$ cat src/rtl/io_input_ctrl.sv
// io_input_ctrl: memory-mapped input peripheral behind the LSU read port.
// Synchronises switches and buttons, debounces buttons, latches button-press
// events as sticky read-to-clear bits and answers LSU reads with a fixed
// two-cycle request/acknowledge sequence.
module io_input_ctrl #(
    parameter int DEB_CYCLES = 4,
    parameter int NBTN       = 4
) (
    input  logic            i_clk,
    input  logic            i_rst,
    input  logic [31:0]     i_io_sw,
    input  logic [NBTN-1:0] i_io_btn,
    input  logic            i_rd_req,
    input  logic [15:0]     i_addr,
    output logic [31:0]     o_rd_data,
    output logic            o_rd_ack,
    output logic            o_evt_pending
);

    localparam int CNT_W = (DEB_CYCLES > 1) ? $clog2(DEB_CYCLES) : 1;
    localparam logic [CNT_W-1:0] CNT_LAST = CNT_W'(DEB_CYCLES - 1);
    localparam logic [CNT_W-1:0] CNT_ONE  = CNT_W'(32'd1);

    // Word addresses (byte offset bits masked off before decode)
    localparam logic [15:0] ADDR_SW   = 16'h7800;
    localparam logic [15:0] ADDR_BTN  = 16'h7810;
    localparam logic [15:0] ADDR_STAT = 16'h7820;
    localparam logic [15:0] ADDR_EVT  = 16'h7830;
    localparam logic [15:0] WORD_MASK = 16'hFFFC;

    typedef enum logic [1:0] {
        ST_IDLE = 2'd0,
        ST_CAPT = 2'd1,
        ST_RESP = 2'd2
    } state_t;

    logic [31:0]      sw_meta_r;
    logic [31:0]      sw_sync_r;
    logic [NBTN-1:0]  btn_meta_r;
    logic [NBTN-1:0]  btn_sync_r;
    logic [NBTN-1:0]  btn_deb_r;
    logic [CNT_W-1:0] deb_cnt_r [NBTN];
    logic [CNT_W-1:0] cnt_next_s [NBTN];
    logic [NBTN-1:0]  deb_next_s;
    logic [NBTN-1:0]  rise_s;
    logic [NBTN-1:0]  evt_r;
    logic [NBTN-1:0]  evt_next_s;
    logic             evt_pending_r;
    state_t           state_r;
    state_t           state_next_s;
    logic [15:0]      addr_r;
    logic [15:0]      addr_word_s;
    logic [31:0]      sel_data_s;
    logic [31:0]      data_r;
    logic [NBTN-1:0]  clr_mask_s;
    logic [NBTN-1:0]  clr_mask_r;
    logic             ack_r;

    // Two-flop synchronisers for every raw switch and button pin
    always_ff @(posedge i_clk) begin
        if (i_rst) begin
            sw_meta_r  <= 32'd0;
            sw_sync_r  <= 32'd0;
            btn_meta_r <= {NBTN{1'b0}};
            btn_sync_r <= {NBTN{1'b0}};
        end else begin
            sw_meta_r  <= i_io_sw;
            sw_sync_r  <= sw_meta_r;
            btn_meta_r <= i_io_btn;
            btn_sync_r <= btn_meta_r;
        end
    end

    // Debounce: count consecutive disagreeing cycles, flip once the run is long enough
    always_comb begin
        deb_next_s = btn_deb_r;
        for (int i = 0; i < NBTN; i++) begin
            cnt_next_s[i] = {CNT_W{1'b0}};
            if (btn_sync_r[i] != btn_deb_r[i]) begin
                if (deb_cnt_r[i] == CNT_LAST) begin
                    deb_next_s[i] = ~btn_deb_r[i];
                    cnt_next_s[i] = {CNT_W{1'b0}};
                end else begin
                    cnt_next_s[i] = deb_cnt_r[i] + CNT_ONE;
                end
            end else begin
                cnt_next_s[i] = {CNT_W{1'b0}};
            end
        end
    end

    assign rise_s = deb_next_s & ~btn_deb_r;

    // Debounce state and counters
    always_ff @(posedge i_clk) begin
        if (i_rst) begin
            btn_deb_r <= {NBTN{1'b0}};
            for (int i = 0; i < NBTN; i++) begin
                deb_cnt_r[i] <= {CNT_W{1'b0}};
            end
        end else begin
            btn_deb_r <= deb_next_s;
            for (int i = 0; i < NBTN; i++) begin
                deb_cnt_r[i] <= cnt_next_s[i];
            end
        end
    end

    // Event update: the read clear applies only in RESP, and new presses always win
    always_comb begin
        if (state_r == ST_RESP) begin
            evt_next_s = (evt_r & ~clr_mask_r) | rise_s;
        end else begin
            evt_next_s = evt_r | rise_s;
        end
    end

    // Sticky event bits and the registered pending flag
    always_ff @(posedge i_clk) begin
        if (i_rst) begin
            evt_r         <= {NBTN{1'b0}};
            evt_pending_r <= 1'b0;
        end else begin
            evt_r         <= evt_next_s;
            evt_pending_r <= |evt_r;
        end
    end

    assign addr_word_s = addr_r & WORD_MASK;

    // Read-data mux and events clear mask for the latched address
    always_comb begin
        sel_data_s = 32'd0;
        clr_mask_s = {NBTN{1'b0}};
        case (addr_word_s)
            ADDR_SW:   sel_data_s = sw_sync_r;
            ADDR_BTN:  sel_data_s[NBTN-1:0] = btn_deb_r;
            ADDR_STAT: sel_data_s[0] = evt_pending_r;
            ADDR_EVT: begin
                sel_data_s[NBTN-1:0] = evt_r;
                clr_mask_s           = evt_r;
            end
            default:   sel_data_s = 32'd0;
        endcase
    end

    // Read FSM next-state: IDLE -> CAPT -> RESP -> IDLE
    always_comb begin
        state_next_s = state_r;
        case (state_r)
            ST_IDLE: begin
                if (i_rd_req) begin
                    state_next_s = ST_CAPT;
                end else begin
                    state_next_s = ST_IDLE;
                end
            end
            ST_CAPT: state_next_s = ST_RESP;
            ST_RESP: state_next_s = ST_IDLE;
            default: state_next_s = ST_IDLE;
        endcase
    end

    // FSM state, address latch, captured data, clear mask and acknowledge
    always_ff @(posedge i_clk) begin
        if (i_rst) begin
            state_r    <= ST_IDLE;
            addr_r     <= 16'd0;
            data_r     <= 32'd0;
            clr_mask_r <= {NBTN{1'b0}};
            ack_r      <= 1'b0;
        end else begin
            state_r <= state_next_s;
            if ((state_r == ST_IDLE) && i_rd_req) begin
                addr_r <= i_addr;
            end
            if (state_r == ST_CAPT) begin
                data_r     <= sel_data_s;
                clr_mask_r <= clr_mask_s;
            end else begin
                data_r <= 32'd0;
            end
            ack_r <= (state_r == ST_CAPT);
        end
    end

    assign o_rd_data     = data_r;
    assign o_rd_ack      = ack_r;
    assign o_evt_pending = evt_pending_r;

endmodule

$ cat config.mk
export PLATFORM = sky130hd
export DESIGN_NAME = io_input_ctrl
export DESIGN_NICKNAME = d
export VERILOG_FILES = /design/src/rtl/io_input_ctrl.sv
export SDC_FILE = /design/constraint.sdc
export NUM_CORES = 1
export LEC_CHECK = 0
export ABC_AREA = 1
export ABC_CLOCK_PERIOD_IN_PS = 1900
export BUFFER_PORTS_ARGS = -buffer_cell sky130_fd_sc_hd__buf_4
export CORE_MARGIN = 4
export CORE_UTILIZATION = 54
export DETAILED_ROUTE_END_ITERATION = 10
export HOLD_SLACK_MARGIN = 0.06
export PLACE_DENSITY_LB_ADDON = 0.08
export SLEW_MARGIN = 25
export SYNTH_ARGS = -nofsm -noshare
export SYNTH_HDL_FRONTEND = slang
export SYNTH_SLANG_ARGS = --single-unit
$ cat constraint.sdc
create_clock -name i_clk -period 1.9 [get_ports i_clk]
set_clock_uncertainty 0.1 [all_clocks]
set_input_delay 0.38 -clock i_clk [delete_from_list [all_inputs] [get_ports i_clk]]
set_output_delay 0.38 -clock i_clk [all_outputs]
set_load 0.1 [all_outputs]
==> flow_metrics.py <==
metrics = {
    "outcome": {
        "status": "completed",
    },
    "clock_network": {
        "tritoncts": "yes",
        "cts.path.max_buffers": 2,
        "cts.sink_count": 141,
        "post_cts.resized_instances": 0,
        "path_clk_slew_ns": 0.06,
        "ctsHtreeMaxLevel": 4,
        "numCtsBuffers": 17,
        "cts_hold_buf": 48,
        "clock_latency_ns": 0.50,
        "cts.repair_timing.setup_buffer_count": 0,
        "cts-root-buf": "clkbuf_8",
    },
    "synthesis": {
        "syn_nets": 586,
        "synth_seq_cells": 141,
        "yosysWarnings": 0,
        "yosysUniqueCellTypes": 20,
        "post_synth_inst_count": 527,
        "synth-seq-area-share_pct": 62.6,
        "synth.avg_cell_area_um2": 8.55,
        "netlist_area_mm2": 0.00451,
    },
    "timing": {
        "setup_viol": 0,
        "report.final.hold_viol_count": 0,
        "worst_pin_slew_ns": 0.420,
        "maxSlewHeadroom_pct": 72.0,
        "timing.fmax_mhz": 564,
        "rsz_0062_raised_after_global_routing": "no",
        "min_period_over_period_pct": 93.3,
        "fin_tns_setup_ns": 0,
        "post-route-min-period_ns": 1.77,
        "drv_slew": 0,
    },
    "drt": {
        "drt_pre_antenna_iters": 4,
        "dr.first_iter.drc_count": 109,
        "detailroute.via_count": 3413,
        "postRouteWirelength_mm": 8.44,
        "drc_errors": 0,
        "detailroute.wirelength.met3_um": 448,
        "antenna_violating_nets_post_route": 0,
        "top_signal_layer_used": "met4",
        "met2WireLength_mm": 4.15,
        "wire_per_inst_um": 10.7,
        "detail_route.vias_per_cell": 4.33,
        "post_route_met1_wirelength_mm": 3.71,
    },
    "worst_setup_path": {
        "timing.critical_path.fanout_max": 5,
        "worstPathArrival_ns": 1.29,
        "critPathTopFamily": "flip-flops",
        "required_ns": 1.42,
        "worst_path_largest_cell_delay_ns": 0.45,
        "critical_path_buf_inv_count": 1,
        "crit_path_top_delay_cell": "dfxtp_1",
        "worstSetupPathType": "register to output port",
        "worstPathCellList": "buf_4",
        "crit_end_element": "output port",
        "nature_of_the_critical_path_startpoint": "register",
    },
    "floorplanning": {
        "fp.coreArea_mm2": 0.00818,
        "row_count": 33,
        "die_area_mm2": 0.00987,
        "io_pins": 89,
        "die_width_um": 99.4,
        "die_h_um": 99.4,
        "start_util_pct": 55.1,
    },
    "place": {
        "post-dp-hpwl_mm": 5.03,
        "globalplace.congestion": 0.786,
        "io_buffers": 86,
    },
    "global_routing": {
        "grt_first_pass_wirelength_mm": 14.6,
        "via_count_of_the_first_global_routing_pass": 3361,
        "grt-ovfl-total": 0,
        "grtUsageTotal_pct": 18.5,
        "largest_net_degree_at_the_start_of_global_routing": 82,
        "antenna_violations_before_repair": 1,
    },
    "layout": {
        "fill_cells": 557,
        "layout.cells.most_common_list": "141 x dfxtp_1, 136 x nor2_1, 124 x inv_1, 91 x buf_4, 48 x dlygate4sd3_1",
        "layout.cells.most_common": "dfxtp_1",
        "num-nets-final": 728,
        "multiInputGateArea_mm2": 0.00112,
        "final_layout_size_suffix_gt1_share_pct": 21.0,
        "area.sequential_mm2": 0.00282,
        "area_growth_syn_to_layout_pct": 41.4,
    },
    "power": {
        "p_leak_uw": 0.00296,
        "peakVddDrop_mv": 0.714,
        "p_per_area_mw_per_mm2": 1100,
        "total_power_uw": 7010,
    },
    "min_path": {
        "worst_hold_path_type": "input pin to register",
    },
    "flow_run": {
        "drv.max_cap_violation_count": 0,
    },
}
## registers in the layout, indices dropped and copies added (netlist names)
| name | cells |
|---|---|
| addr_r | 14 |
| state_r | 2 |
| btn_deb_r | 4 |
| deb_cnt_r | 8 |
| evt_r | 4 |
| btn_sync_r | 4 |
| o_rd_data | 32 |
| clr_mask_r | 4 |
| o_evt_pending | 1 |
| sw_meta_r | 32 |
| sw_sync_r | 32 |
| btn_meta_r | 4 |
## layout make-up
cell class,instances,share of cell area [%]
Clock buffer,20,6.83
Antenna cell,1,0.0392
Tap cell,105,2.06
Clock inverter,12,3.30
Inverter,125,7.36
Sequential cell,141,44.3
Timing Repair Buffer,140,18.6
Multi-Input combinational cell,244,17.6
## worst reg2reg max path: cells and delay by family (launching register included)
family	cells	cell delay, ns
simple gates	4	0.68
buf+inv	2	0.37
flops	1	0.36
## per-stage QoR
step / hold WS [ns] / instance area (um2) / cells / utilization [%] / setup WS (ns)
2_1_floorplan: 0.288 / 4510 / 527 / - / 0.00195
3_3_place_gp: 0.289 / 5250 / 707 / 64.2 / 0.288
3_5_place_dp: 0.293 / 5250 / 707 / 64.2 / 0.254
4_1_cts: 0.0662 / 6370 / 787 / 78.0 / 0.103
5_1_grt: 0.0769 / 6380 / 788 / 78.0 / 0.0589
6_report: 0.0814 / 6380 / 788 / 78.0 / 0.128
## routing by layer
layer / up-vias / global-route usage [%]
met5: - / 0
met4: 0 / 6.83
met3: 14 / 5.82
met2: 72 / 30.9
met1: 1498 / 22.3
li1: 1829 / -
## synth_stat cells, drive strengths merged
cell	n	area (um2)
dfxtp	141	2820
a31oi	1	6.26
nand3	19	95.1
clkbuf	12	45.0
ha	4	50.1
a21oi	10	50.1
nor2	156	636
nand4	2	12.5
o211ai	7	52.6
nor3	2	21.3
or2	1	6.26
o31ai	2	15.0
clkinv	1	3.75
buf	5	50.0
o21ai	21	105
nand2	19	71.3
inv	124	465
## cell families after synthesis
logic type,share of synthesized area [%]
simple gates,18.7
buf+inv,12.5
flops,62.6
compound gates,5.08
fa+ha+maj,1.11
## report_power, final
part           switching (uW)  internal (uW)
clock                    1200           2320
sequential               38.6           3060
combinational             180            202
## worst paths after layout
path                 startpoint  slack (ns)  cells after the start       endpoint
setup / recovery     state_r[1]        0.13                      1       o_rd_ack
setup reg to reg     state_r[0]        0.33                      6   o_rd_data[9]
hold / removal        i_addr[9]        0.08                      3      addr_r[9]
hold reg to reg   sw_meta_r[16]        0.30                      2  sw_sync_r[16]
(Power assumes the default switching activity.)
